### src/rtl/alu_addsub_flags_pkg.sv
// Shared ALU definitions: function-code layout and the flag bundle seen by the comparator.
package alu_addsub_flags_pkg;

    localparam int unsigned FUN_W   = 6;
    localparam int unsigned SUB_BIT = 0;

    typedef logic [FUN_W-1:0] alufun_t;

    typedef struct packed {
        logic z;
        logic v;
        logic n;
    } flags_t;

    function automatic logic is_sub(input alufun_t fun);
        return fun[SUB_BIT];
    endfunction

endpackage

### src/rtl/alu_addsub_flags_if.sv
// Valid/ready operation bus between the issuing stage, the add/sub pipe and the comparator.
interface alu_addsub_flags_if #(
    parameter int unsigned WIDTH = 32
) ();
    import alu_addsub_flags_pkg::*;

    logic             in_valid;
    logic             in_ready;
    logic [WIDTH-1:0] A;
    logic [WIDTH-1:0] B;
    alufun_t          ALUFun_in;
    logic             Sign;

    logic             out_valid;
    logic             out_ready;
    logic [WIDTH-1:0] S;
    logic             Z;
    logic             V;
    logic             N;
    alufun_t          ALUFun_out;

    modport master (
        output in_valid, A, B, ALUFun_in, Sign, out_ready,
        input  in_ready, out_valid, S, Z, V, N, ALUFun_out
    );

    modport slave (
        input  in_valid, A, B, ALUFun_in, Sign, out_ready,
        output in_ready, out_valid, S, Z, V, N, ALUFun_out
    );

endinterface

### src/rtl/alu_addsub_flags_addsub_half.sv
// Half-width ripple adder with carry in/out; one instance per pipeline stage.
module addsub_half #(
    parameter int unsigned W = 16
) (
    input  logic [W-1:0] i_a,
    input  logic [W-1:0] i_b,
    input  logic         i_cin,
    output logic [W-1:0] o_sum,
    output logic         o_cout
);

    logic [W:0] w_full;

    assign w_full = {1'b0, i_a} + {1'b0, i_b} + {{W{1'b0}}, i_cin};
    assign o_sum  = w_full[W-1:0];
    assign o_cout = w_full[W];

endmodule

### src/rtl/alu_addsub_flags.sv
// Two-stage add/sub pipe producing S and {Z,V,N}; the carry chain is split at WIDTH/2.
module alu_addsub_flags
    import alu_addsub_flags_pkg::*;
#(
    parameter int unsigned WIDTH = 32
) (
    input  logic                clk,
    input  logic                reset,
    alu_addsub_flags_if.slave   bus
);

    localparam int unsigned HALF = WIDTH / 2;

    // Pipeline control: the {v1, v2} pair is the whole state machine.
    logic r_v1;
    logic r_v2;
    logic w_adv2;
    logic w_in_ready;
    logic w_accept;

    assign w_adv2     = r_v1 && (!r_v2 || bus.out_ready);
    assign w_in_ready = !r_v1 || w_adv2;
    assign w_accept   = bus.in_valid && w_in_ready;

    // Stage 1: low half plus operand capture for the high half.
    logic             w_sub_in;
    logic [WIDTH-1:0] w_b_eff;
    logic [HALF-1:0]  w_lo_sum;
    logic             w_lo_cout;

    assign w_sub_in = is_sub(bus.ALUFun_in);
    assign w_b_eff  = w_sub_in ? ~bus.B : bus.B;

    addsub_half #(.W(HALF)) u_lo (
        .i_a    (bus.A[HALF-1:0]),
        .i_b    (w_b_eff[HALF-1:0]),
        .i_cin  (w_sub_in),
        .o_sum  (w_lo_sum),
        .o_cout (w_lo_cout)
    );

    logic [HALF-1:0] r_lo_sum;
    logic            r_lo_cout;
    logic [HALF-1:0] r_a_hi;
    logic [HALF-1:0] r_b_hi;
    logic            r_lo_zero;
    logic            r_sign;
    alufun_t         r_fun1;

    always_ff @(posedge clk) begin
        if (reset) begin
            r_v1      <= 1'b0;
            r_lo_sum  <= '0;
            r_lo_cout <= 1'b0;
            r_a_hi    <= '0;
            r_b_hi    <= '0;
            r_lo_zero <= 1'b0;
            r_sign    <= 1'b0;
            r_fun1    <= '0;
        end else begin
            if (w_accept) begin
                r_v1      <= 1'b1;
                r_lo_sum  <= w_lo_sum;
                r_lo_cout <= w_lo_cout;
                r_a_hi    <= bus.A[WIDTH-1:HALF];
                r_b_hi    <= w_b_eff[WIDTH-1:HALF];
                r_lo_zero <= (w_lo_sum == '0);
                r_sign    <= bus.Sign;
                r_fun1    <= bus.ALUFun_in;
            end else if (w_adv2) begin
                r_v1 <= 1'b0;
            end
        end
    end

    // Stage 2: high half and flag generation.
    logic [HALF-1:0] w_hi_sum;
    logic            w_hi_cout;
    flags_t          w_flags;

    addsub_half #(.W(HALF)) u_hi (
        .i_a    (r_a_hi),
        .i_b    (r_b_hi),
        .i_cin  (r_lo_cout),
        .o_sum  (w_hi_sum),
        .o_cout (w_hi_cout)
    );

    always_comb begin
        w_flags   = '0;
        w_flags.z = r_lo_zero && (w_hi_sum == '0);
        if (r_sign) begin
            w_flags.n = w_hi_sum[HALF-1];
            w_flags.v = (r_a_hi[HALF-1] == r_b_hi[HALF-1]) &&
                        (w_hi_sum[HALF-1] != r_a_hi[HALF-1]);
        end else begin
            // Unsigned: carry on add, borrow (inverted carry) on subtract.
            w_flags.n = 1'b0;
            w_flags.v = w_hi_cout ^ is_sub(r_fun1);
        end
    end

    logic [WIDTH-1:0] r_s;
    flags_t           r_flags;
    alufun_t          r_fun2;

    always_ff @(posedge clk) begin
        if (reset) begin
            r_v2    <= 1'b0;
            r_s     <= '0;
            r_flags <= '0;
            r_fun2  <= '0;
        end else begin
            if (w_adv2) begin
                r_v2    <= 1'b1;
                r_s     <= {w_hi_sum, r_lo_sum};
                r_flags <= w_flags;
                r_fun2  <= r_fun1;
            end else if (bus.out_ready) begin
                r_v2 <= 1'b0;
            end
        end
    end

    assign bus.in_ready   = w_in_ready;
    assign bus.out_valid  = r_v2;
    assign bus.S          = r_s;
    assign bus.Z          = r_flags.z;
    assign bus.V          = r_flags.v;
    assign bus.N          = r_flags.n;
    assign bus.ALUFun_out = r_fun2;

endmodule

### src/flat_wrapper.sv
// flat-port wrapper written by rule: the top's interface ports become plain ports
module alu_addsub_flags_flat import alu_addsub_flags_pkg::*;
#(
    parameter int unsigned WIDTH = 32
)
  (clk, reset, bus_in_valid, bus_A, bus_B, bus_ALUFun_in, bus_Sign, bus_out_ready, bus_in_ready, bus_out_valid, bus_S, bus_Z, bus_V, bus_N, bus_ALUFun_out);
  alu_addsub_flags_if #(.WIDTH(WIDTH)) bus_i ();
  input  logic clk;
  input  logic reset;
  input wire logic [$bits(bus_i.in_valid)-1:0] bus_in_valid;
  input wire logic [$bits(bus_i.A)-1:0] bus_A;
  input wire logic [$bits(bus_i.B)-1:0] bus_B;
  input wire logic [$bits(bus_i.ALUFun_in)-1:0] bus_ALUFun_in;
  input wire logic [$bits(bus_i.Sign)-1:0] bus_Sign;
  input wire logic [$bits(bus_i.out_ready)-1:0] bus_out_ready;
  output wire logic [$bits(bus_i.in_ready)-1:0] bus_in_ready;
  output wire logic [$bits(bus_i.out_valid)-1:0] bus_out_valid;
  output wire logic [$bits(bus_i.S)-1:0] bus_S;
  output wire logic [$bits(bus_i.Z)-1:0] bus_Z;
  output wire logic [$bits(bus_i.V)-1:0] bus_V;
  output wire logic [$bits(bus_i.N)-1:0] bus_N;
  output wire logic [$bits(bus_i.ALUFun_out)-1:0] bus_ALUFun_out;
  assign bus_i.in_valid = bus_in_valid;
  assign bus_i.A = bus_A;
  assign bus_i.B = bus_B;
  assign bus_i.ALUFun_in = bus_ALUFun_in;
  assign bus_i.Sign = bus_Sign;
  assign bus_i.out_ready = bus_out_ready;
  assign bus_in_ready = bus_i.in_ready;
  assign bus_out_valid = bus_i.out_valid;
  assign bus_S = bus_i.S;
  assign bus_Z = bus_i.Z;
  assign bus_V = bus_i.V;
  assign bus_N = bus_i.N;
  assign bus_ALUFun_out = bus_i.ALUFun_out;
  alu_addsub_flags #(.WIDTH(WIDTH)) u_core (.clk(clk), .reset(reset), .bus(bus_i));
endmodule
### config.mk
export PLATFORM = sky130hd
export DESIGN_NAME = alu_addsub_flags_flat
export DESIGN_NICKNAME = d
export VERILOG_FILES = /design/src/rtl/alu_addsub_flags_pkg.sv /design/src/rtl/alu_addsub_flags_if.sv /design/src/rtl/alu_addsub_flags_addsub_half.sv /design/src/rtl/alu_addsub_flags.sv /design/src/flat_wrapper.sv
export SDC_FILE = /design/constraint.sdc
export NUM_CORES = 1
export LEC_CHECK = 0
export CORE_MARGIN = 8
export CORE_UTILIZATION = 55
export DETAILED_ROUTE_END_ITERATION = 8
export HOLD_SLACK_MARGIN = 0.15
export PLACE_DENSITY_LB_ADDON = 0.1
export REMOVE_ABC_BUFFERS = 1
export SYNTH_ARGS = -nofsm -noshare
export SYNTH_HDL_FRONTEND = slang
export SYNTH_SLANG_ARGS = --single-unit
### constraint.sdc
create_clock -name clk -period 9.19 [get_ports clk]
set_clock_uncertainty 0.05 [all_clocks]
set_input_delay 1.838 -clock clk [delete_from_list [all_inputs] [get_ports clk]]
set_output_delay 1.838 -clock clk [all_outputs]
set_load 0.02 [all_outputs]
==> impl_metrics.csv, run 1 <==
group,metric,value,unit
cts,clockBufferDepth,2,
sta,finalHoldViolations,0,
finish,multi_input_area,3250,um2
finish,nNetsFinal,887,
floorplan,fp.dieW,116,um
placed_design,io_buffers,117,
floorplan,fp.coreArea,9680,um2
setup_path,timing.critical_path.arrival,5.30,ns
global_route,grt_overflow,0,
sta,final_max_slew_viol_count,0,
setup_path,start_kind,"input pin",
setup_path,crit_fanout,33,
placed_design,hpwl,10.2,mm
cts,cts_tree,"done",
synthesis,synth_edf_count,0,
synthesis,synthesis.area,5460,um2
synthesis,synth-async-reset-ratio,0,%
finish,syn_to_final_growth,26.6,%
route,viasPerCell,5.51,
global_route,grt_max_degree,75,
global_route,antenna_found_initial,0,
floorplan,die_h,116,um
synthesis,syn_area_per_cell,8.00,um2
sta,grt_setup_unrepaired,"no",
global_route,grt_pass1_vias,5039,
sta,finalCritPeriodShare,55.0,%
pwr,p_per_area,157,nW/um2
cts,cts_hold_buf,0,
global_route,grt_pass1_wl,23.1,mm
cts,clk_latency,0.37,ns
finish,seqCellArea,2000,um2
setup_path,crit_type,"in -> reg",
route,wl_per_cell,15.1,um
floorplan,start_util,56.4,%
route,vias,5051,
sta,timing.hold.ws,0.391,ns
synthesis,synth_cell_type_count,61,
hold_path,hold_class,"reg -> reg",
sta,max_freq,0.198,GHz
synthesis,synth-seq-cells,100,
floorplan,ioPinCount,118,
setup_path,critPathCaptureType,"flop",
finish,drive_gt1_share,4.46,%
run_status,status,"completed",
setup_path,worstPathRequired,9.44,ns
sta,fin_tns_setup,0,ns
run,max-cap-violations,0,
cts,cts.clk_slew.worst_paths,0.10,ns
setup_path,reg2reg_setup_slack,6.16,ns
finish,nFillCells,830,
floorplan,die-area,13400,um2
sta,maxSlewHeadroom,33.6,%
finish,antenna_cells,0,
pwr,p_leak,0.00265,uW
sta,period_needed,5.05,ns
pwr,ir_drop,0.0969,mV
placed_design,dpl.cell_count,901,
floorplan,fp-row-count,36,
global_route,grt.total_usage,21.1,%
synthesis,ys_seq_area_share,36.7,%
route,antenna_left,0,
cts,htree_levels,3,
route,drt_iter0_drc,301,
synthesis,synth_warnings,0,
route,drc,0,
sta,worstMarginPinSlew,0.996,ns
finish,instances_no_fill,917,
placed_design,gp_congestion,0.909,
sta,setup_viol,0,
cts,clock-sinks,100,
synthesis,synthCells,682,
cts,cts_made_buffers,9,
route,drt-pass1-iter-count,5,
cts,post_cts_buffers,0,
synthesis,synth-main-ff-cell,"dfxtp_1",
cts,cts_resized,0,
route,routed_wl,13.9,mm
cts,clock-root-buffer,"clkbuf_8",
per-layer routing:
| metal | share of wire, % | wire length [um] | GRT usage (%) |
|---|---|---|---|
| met1 | 44 | 6040 | 24.4 |
| met2 | 51 | 7080 | 38.4 |
| met3 | 3.8 | 534 | 2.92 |
| met4 | 1.6 | 221 | 8.04 |
| met5 | 0 | 0 | 0 |
cell type report:
| cell class | count | area share (%) |
|---|---|---|
| Multi-Input combinational cell | 528 | 47.0 |
| Sequential cell | 100 | 29.0 |
| Timing Repair Buffer | 122 | 17.4 |
| Tap cell | 133 | 2.41 |
| Clock buffer | 11 | 2.05 |
| Clock inverter | 5 | 1.23 |
| Inverter | 18 | 0.978 |
final timing paths:
kind                      startpoint          endpoint  depth (start not counted)
setup / recovery    bus_ALUFun_in[0]  u_core.r_lo_zero                         11
hold / removal    u_core.r_lo_sum[6]   u_core.bus.S[6]                          2
setup reg to reg    u_core.r_b_hi[0]  u_core.bus.S[30]                         11
hold reg to reg   u_core.r_lo_sum[6]   u_core.bus.S[6]                          2
where the power goes:
group	internal, uW	total [uW]	switching, uW
Combinational	134	291	158
Clock	162	314	152
Sequential	463	479	16.2
Total	758	1080	326
cell usage in the layout (no fill, tap or decap), types with 6 or more instances in the layout:
| master | Yosys | layout |
|---|---|---|
| nand3_1 | 14 | 14 |
| xor2_1 | 22 | 22 |
| dfxtp_1 | 100 | 100 |
| a21oi_1 | 88 | 88 |
| clkbuf_8 | 0 | 10 |
| ha_1 | 30 | 30 |
| o21bai_1 | 7 | 7 |
| a211oi_1 | 23 | 23 |
| inv_1 | 18 | 18 |
| nand3b_1 | 6 | 6 |
| nand2_1 | 141 | 141 |
| a21o_1 | 8 | 8 |
| xnor2_1 | 28 | 28 |
| o21ai_0 | 13 | 13 |
| clkdlybuf4s50_1 | 0 | 115 |
| nor3_1 | 9 | 9 |
| nor2_1 | 49 | 49 |
| buf_4 | 0 | 6 |
cell usage after synthesis (all sizes together) (3+ instances only):
cell / count / area (um2)
inv: 18 / 67.6
o21a: 5 / 37.5
nand2b: 5 / 31.3
a311oi: 3 / 32.5
a2111oi: 3 / 45.1
and3: 5 / 31.3
a211oi: 23 / 173
nor3: 9 / 45.0
xnor2: 28 / 245
nor2b: 6 / 45.0
o21bai: 7 / 52.6
o21ai: 13 / 65.1
nor4: 3 / 18.8
a221oi: 3 / 26.3
dfxtp: 100 / 2000
nand3b: 6 / 45.0
nand4: 3 / 18.8
nand3: 14 / 70.1
fa: 3 / 60.1
nor3b: 5 / 37.5
ha: 30 / 375
and2: 3 / 18.8
clkbuf: 33 / 124
or2: 3 / 18.8
a21o: 8 / 60.1
nor2: 49 / 184
o2111ai: 3 / 26.3
buf: 3 / 18.8
xor2: 22 / 193
o211ai: 4 / 30.0
nand2: 141 / 529
a21oi: 88 / 440
o31ai: 5 / 42.5
a31oi: 3 / 18.8
critical path: stages:
cell       delay [ns]
buf_2            0.74
xor2_1           0.24
fa_1             0.50
a21o_1           0.20
a221oi_1         0.48
xnor2_1          0.15
a2111oi_0        0.37
nand3_1          0.15
nor4_1           0.30
nand4bb_1        0.16
o31ai_2          0.17
stage by stage:
| stage | utilization (%) | setup WS, ns | total power [uW] | instance area [um2] |
|---|---|---|---|---|
| after global placement | 69.0 | 3.89 | 769 | 6690 |
| final | 71.4 | 4.14 | 1080 | 6910 |
| after CTS | 71.4 | 4.15 | 1090 | 6910 |
| after detailed placement | 69.0 | 3.75 | 778 | 6690 |
| after floorplan | - | 4.45 | 673 | 5320 |
| after global routing | 71.4 | 3.87 | 1140 | 6910 |
logic make-up (layout without fill, tap and decap cells):
family | Yosys count | after routing | share of synthesized area, %
and+or+nand+nor | 260 | 260 | 21.4
AOI/OAI and AO/OA | 183 | 183 | 21.7
DFF | 100 | 100 | 36.7
buffers and inverters | 54 | 156 | 3.85
xor gates and xnor gates | 50 | 50 | 8.02
adders and majority gates | 33 | 33 | 7.98
muxes | 2 | 2 | 0.458
sequential cells by signal, indices dropped and copies added, names as in the netlist:
signal and flops:
u_core.bus.ALUFun_out 6, u_core.bus.N 1, u_core.bus.S 32, u_core.bus.V 1
u_core.bus.Z 1, u_core.bus.out_valid 1, u_core.r_a_hi 16, u_core.r_b_hi 16
u_core.r_fun1 6, u_core.r_lo_cout 1, u_core.r_lo_sum 16, u_core.r_lo_zero 1
u_core.r_sign 1, u_core.r_v1 1
Note: power is estimated with default switching activity, not from simulation.
==> run 2: changes to the inputs <==
--- a/config.mk
+++ b/config.mk
@@ -6,7 +6,7 @@
 export NUM_CORES = 1
 export LEC_CHECK = 0
 export CORE_MARGIN = 8
-export CORE_UTILIZATION = 55
+export CORE_UTILIZATION = 51
 export DETAILED_ROUTE_END_ITERATION = 8
 export HOLD_SLACK_MARGIN = 0.15
 export PLACE_DENSITY_LB_ADDON = 0.1
==> constraint.sdc (replaced) <==
create_clock -name clk -period 5.26 [get_ports clk]
set_clock_uncertainty 0.05 [all_clocks]
set_input_delay 1.052 -clock clk [delete_from_list [all_inputs] [get_ports clk]]
set_output_delay 1.052 -clock clk [all_outputs]
set_load 0.02 [all_outputs]
==> run 2 against run 1 <==
  * Hold slack improved by 0.014 ns
  * Power up 80%
  * Flip-flop and latch count did not move
  * Sequential power increased by 75%
  * Final area up 0.63%
  * Worst setup slack worse by 2.8 ns
==> impl_metrics.csv, run 2 (synthesis gave the netlist of run 1 again) <==
group,metric,value,unit
finish,final_area,6960,um2
finish,antenna_cells,0,
cts,clock-root-buffer,"clkbuf_8",
setup_path,worstPathRequired,5.49,ns
setup_path,timing.critical_path.arrival,4.16,ns
route,wl_per_cell,14.7,um
floorplan,fp-row-count,37,
cts,cts_hold_buf,0,
cts,clk_latency,0.37,ns
cts,cts_tree,"done",
setup_path,crit_fanout,3,
cts,clockBufferDepth,2,
finish,drive_gt1_share,4.71,%
sta,fin_tns_setup,0,ns
global_route,grt_overflow,0,
placed_design,dp_slack,0.912,ns
run_status,status,"completed",
sta,setup_slack,1.34,ns
pwr,ir_drop,0.130,mV
floorplan,ioPinCount,118,
finish,nFillCells,919,
route,routed_wl,13.5,mm
placed_design,gp_congestion,0.891,
sta,finalHoldViolations,0,
placed_design,hpwl,10.1,mm
setup_path,start_kind,"input pin",
sta,period_needed,3.92,ns
floorplan,die_h,119,um
sta,timing.hold.ws,0.405,ns
finish,layout.cells.most_common,"nand2_1",
global_route,grt_pass1_wl,22.5,mm
route,antenna_left,0,
finish,nNetsFinal,888,
setup_path,critPathCaptureType,"flop",
sta,worstMarginPinSlew,0.805,ns
global_route,grt_max_degree,74,
finish,syn_to_final_growth,27.4,%
route,vias,5034,
cts,htree_levels,3,
floorplan,fp.coreArea,10400,um2
route,drc,0,
floorplan,die-area,14300,um2
route,drt-pass1-iter-count,4,
global_route,grt_pass1_vias,5061,
run,max-cap-violations,0,
route,viasPerCell,5.47,
sta,setup_viol,0,
cts,post_cts_buffers,0,
sta,maxSlewHeadroom,46.3,%
hold_path,hold_class,"reg -> reg",
pwr,p_leak,0.00268,uW
floorplan,start_util,52.6,%
sta,final_max_slew_viol_count,0,
cts,clock-sinks,100,
global_route,grt.total_usage,18.7,%
sta,grt_setup_unrepaired,"no",
setup_path,crit_type,"in -> reg",
route,drt_iter0_drc,310,
sta,max_freq,0.255,GHz
placed_design,io_buffers,117,
placed_design,place_area,6700,um2
cts,cts_resized,0,
finish,mostFrequentLayoutCells,"nand2_1 (141), clkdlybuf4s50_1 (115), dfxtp_1 (100)",
cts,cts_made_buffers,9,
cts,cts.clk_slew.worst_paths,0.09,ns
floorplan,fp.dieW,119,um
sta,finalCritPeriodShare,74.6,%
global_route,antenna_found_initial,0,
finish,largest_reg_flops,32,
pwr,p_per_area,281,nW/um2
[run 2: cell count changes in the layout (fill, tap and decap cells not counted)]
cell	delta
buf_4	+1
clkbuf_8	+1
clkbuf_1	-1
bufinv_16	+1
clkinvlp_4	-1
[run 2: where the power goes]
| part | switching, uW | internal, uW |
|---|---|---|
| sequential | 28.0 | 808 |
| combinational | 274 | 234 |
| clock | 264 | 344 |
[run 2: final cells by class]
| class | instances | area [um2] | area share (%) |
|---|---|---|---|
| sequential | 100 | 2000 | 28.8 |
| multi-input combinational | 528 | 3250 | 46.7 |
| clock inverter | 5 | 108 | 1.55 |
| tap | 136 | 170 | 2.45 |
| inverter | 18 | 67.6 | 0.971 |
| timing repair buffer | 123 | 1210 | 17.4 |
| clock buffer | 11 | 151 | 2.18 |
[run 2: through the flow]
stage               total power (uW)  utilization (%)  std cells
floorplan                       1180                -        646
global placement                1350             64.6        905
detailed placement              1360             64.6        905
CTS                             1960             67.1        921
global route                    2050             67.1        921
finish                          1950             67.1        921
[run 2: per-layer routing]
layer  GRT usage, %  share of wire (%)  vias up
li1               -                  -     2576
met1           21.1                 43     2315
met2           33.2                 50      122
met3           3.40                4.9       21
met4           8.90                2.0        0
met5              0                  0        -
[run 2: worst paths after layout]
check	from	to	slack, ns	depth (start not counted)
max	bus_B[0]	u_core.r_lo_zero	1.34	11
min	u_core.r_lo_sum[6]	u_core.bus.S[6]	0.41	2
max reg2reg	u_core.r_b_hi[0]	u_core.bus.S[30]	2.22	11
min reg2reg	u_core.r_lo_sum[6]	u_core.bus.S[6]	0.41	2
[run 2: worst max-delay path, stage by stage]
cell	delay, ns
clkdlybuf4s50_1	0.52
mux2_4	0.33
fa_1	0.42
a21o_1	0.20
a221oi_1	0.49
xnor2_1	0.15
a2111oi_0	0.31
nand3_1	0.13
nor4_1	0.23
nand4bb_1	0.15
o31ai_2	0.17
==> run 3: changes to the inputs <==
==> constraint.sdc (replaced) <==
create_clock -name clk -period 4 [get_ports clk]
set_clock_uncertainty 0.05 [all_clocks]
set_input_delay 0.8 -clock clk [delete_from_list [all_inputs] [get_ports clk]]
set_output_delay 0.8 -clock clk [all_outputs]
set_load 0.02 [all_outputs]
==> run 3 against run 2 <==
  * Critical path depth is the same
  * Core utilization shrank 0.51 points
  * Sequential power grew 32%
  * Largest cell class unchanged
  * Global-route usage grew 0.75 points
  * Combinational power grew 34%
  * Highest routed layer unchanged
  * Register-to-register slack lost 1.3 ns
  * Final cell count grew 0.43%
  * Clock power shrank 3%
  * Critical endpoint unchanged
  * Worst setup slack lost 0.99 ns
  * Sequential share of layout area grew 0.22 points
==> impl_metrics.csv, run 3 (synthesis gave the netlist of run 1 again) <==
group,metric,value,unit
run_status,status,"completed",
setup_path,reg2reg_setup_slack,0.97,ns
route,viasPerCell,5.50,
sta,period_needed,3.65,ns
route,drt_iter0_drc,408,
global_route,grt_overflow,0,
pwr,ir_drop,0.155,mV
cts,clock-sinks,100,
setup_path,worst_r2r_endpoint,"u_core.bus.S[30]",
cts,cts_tree,"done",
global_route,grt_use_met2,34.0,%
cts,cts.clk_slew.worst_paths,0.10,ns
route,wl_per_cell,14.9,um
finish,seqCellArea,2000,um2
sta,setup_slack,0.348,ns
finish,nNetsFinal,892,
floorplan,fp-row-count,37,
global_route,grt_pass1_wl,23.7,mm
sta,max_freq,0.274,GHz
sta,finalCritPeriodShare,91.3,%
route,drt-pass1-iter-count,4,
global_route,use_met1,23.5,%
route,vias,5091,
route,drc,0,
hold_path,hold_class,"reg -> reg",
sta,worstMarginPinSlew,0.726,ns
cts,post_cts_buffers,0,
floorplan,fp.coreArea,10400,um2
setup_path,timing.critical_path.arrival,3.90,ns
sta,grt_setup_unrepaired,"no",
sta,final_max_slew_viol_count,0,
global_route,grt_pass1_vias,5087,
placed_design,dp_slack,-0.0334,ns
run,max-cap-violations,0,
finish,nFillCells,915,
global_route,busiest_layer,"met2",
finish,largest_reg_flops,32,
setup_path,worstPathRequired,4.25,ns
cts,clock-root-buffer,"clkbuf_8",
global_route,use_met3,2.79,%
hold_path,hp-start,"u_core.bus.ALUFun_out[2]",
floorplan,fp.dieW,119,um
sta,finalHoldViolations,0,
placed_design,hpwl,10.4,mm
setup_path,reg2regPathDepth,11,
floorplan,ioPinCount,118,
hold_path,worstHoldEndpoint,"u_core.bus.ALUFun_out[2]",
route,routed_wl,13.8,mm
cts,cts_resized,0,
finish,mostFrequentLayoutCells,"nand2_1 (141), clkdlybuf4s50_1 (115), dfxtp_1 (100)",
cts,htree_levels,3,
sta,maxSlewHeadroom,51.6,%
finish,layout.cells.most_common,"nand2_1",
pwr,power,2370,uW
hold_path,hold_depth,2,
sta,setup_viol,0,
finish,drive_gt1_share,5.20,%
cts,cts_hold_buf,0,
pwr,p_leak,0.00266,uW
pwr,p_per_area,343,nW/um2
setup_path,critPathCaptureType,"flop",
setup_path,crit_fanout,3,
setup_path,crit_type,"in -> reg",
placed_design,gp_congestion,0.905,
global_route,antenna_found_initial,0,
finish,final_util,66.6,%
finish,antenna_cells,0,
cts,clockBufferDepth,2,
cts,clk_latency,0.37,ns
floorplan,start_util,52.6,%
floorplan,die-area,14300,um2
cts,cts_made_buffers,9,
floorplan,die_h,119,um
finish,multi_input_area,3250,um2
setup_path,r2r-start,"u_core.r_b_hi[0]",
route,antenna_left,0,
finish,syn_to_final_growth,26.4,%
global_route,grt.total_usage,19.4,%
global_route,grt_max_degree,74,
placed_design,io_buffers,117,
setup_path,start_kind,"input pin",
## run 3: cell count changes in the layout (fill, tap and decap cells not counted)
cell | previous run | this run
clkinv_4 | 2 | 3
bufinv_16 | 3 | 0
buf_4 | 7 | 11
clkinvlp_4 | 0 | 1
clkinv_2 | 0 | 2
inv_6 | 0 | 1
clkbuf_8 | 11 | 9
## run 3: where the power goes
| part | switching, uW | internal [uW] |
|---|---|---|
| logic | 365 | 315 |
| registers | 37.7 | 1060 |
| clock network | 360 | 229 |
| total | 763 | 1610 |
## run 3: how the worst max path moves through the flow
| stage | from | endpoint |
|---|---|---|
| 3_3_place_gp | bus_B[0] | u_core.r_lo_zero |
| 4_1_cts | bus_B[0] | u_core.r_lo_zero |
| 5_1_grt | bus_B[0] | u_core.r_lo_zero |
| 6_report | bus_B[0] | u_core.r_lo_zero |
| 3_5_place_dp | bus_B[0] | u_core.r_lo_zero |
| 2_1_floorplan | bus_out_ready | u_core.r_lo_zero |
## run 3: cell type report
cell class / count / share of cell area [%]
repair buffers: 127 / 17.9
well taps: 136 / 2.47
flip-flops and latches: 100 / 29.0
clock buffers: 9 / 1.79
clock inverters: 7 / 0.761
multi-input cells: 528 / 47.1
inverters: 18 / 0.979
## run 3: worst max-delay path, cell delays in order
cell	delay, ns
clkdlybuf4s50_1	0.51
mux2_4	0.33
fa_1	0.43
a21o_1	0.20
a221oi_1	0.40
xnor2_1	0.14
a2111oi_0	0.31
nand3_1	0.13
nor4_1	0.29
nand4bb_1	0.17
o31ai_2	0.18
## run 3: layer usage
metal	vias to the layer above	share of wire (%)
met1	2363	44
met2	134	50
met5	-	0
met3	18	4.2
li1	2576	-
met4	0	1.5
## run 3: metrics by stage
step | hold slack, ns | std cells | setup TNS (ns) | instance area, um2
after floorplan | 0.376 | 646 | 0 | 5320
after global placement | 0.387 | 909 | 0 | 6730
after detailed placement | 0.394 | 909 | -0.0334 | 6730
after CTS | 0.409 | 925 | 0 | 6900
after global routing | 0.422 | 925 | 0 | 6900
final | 0.406 | 925 | 0 | 6900
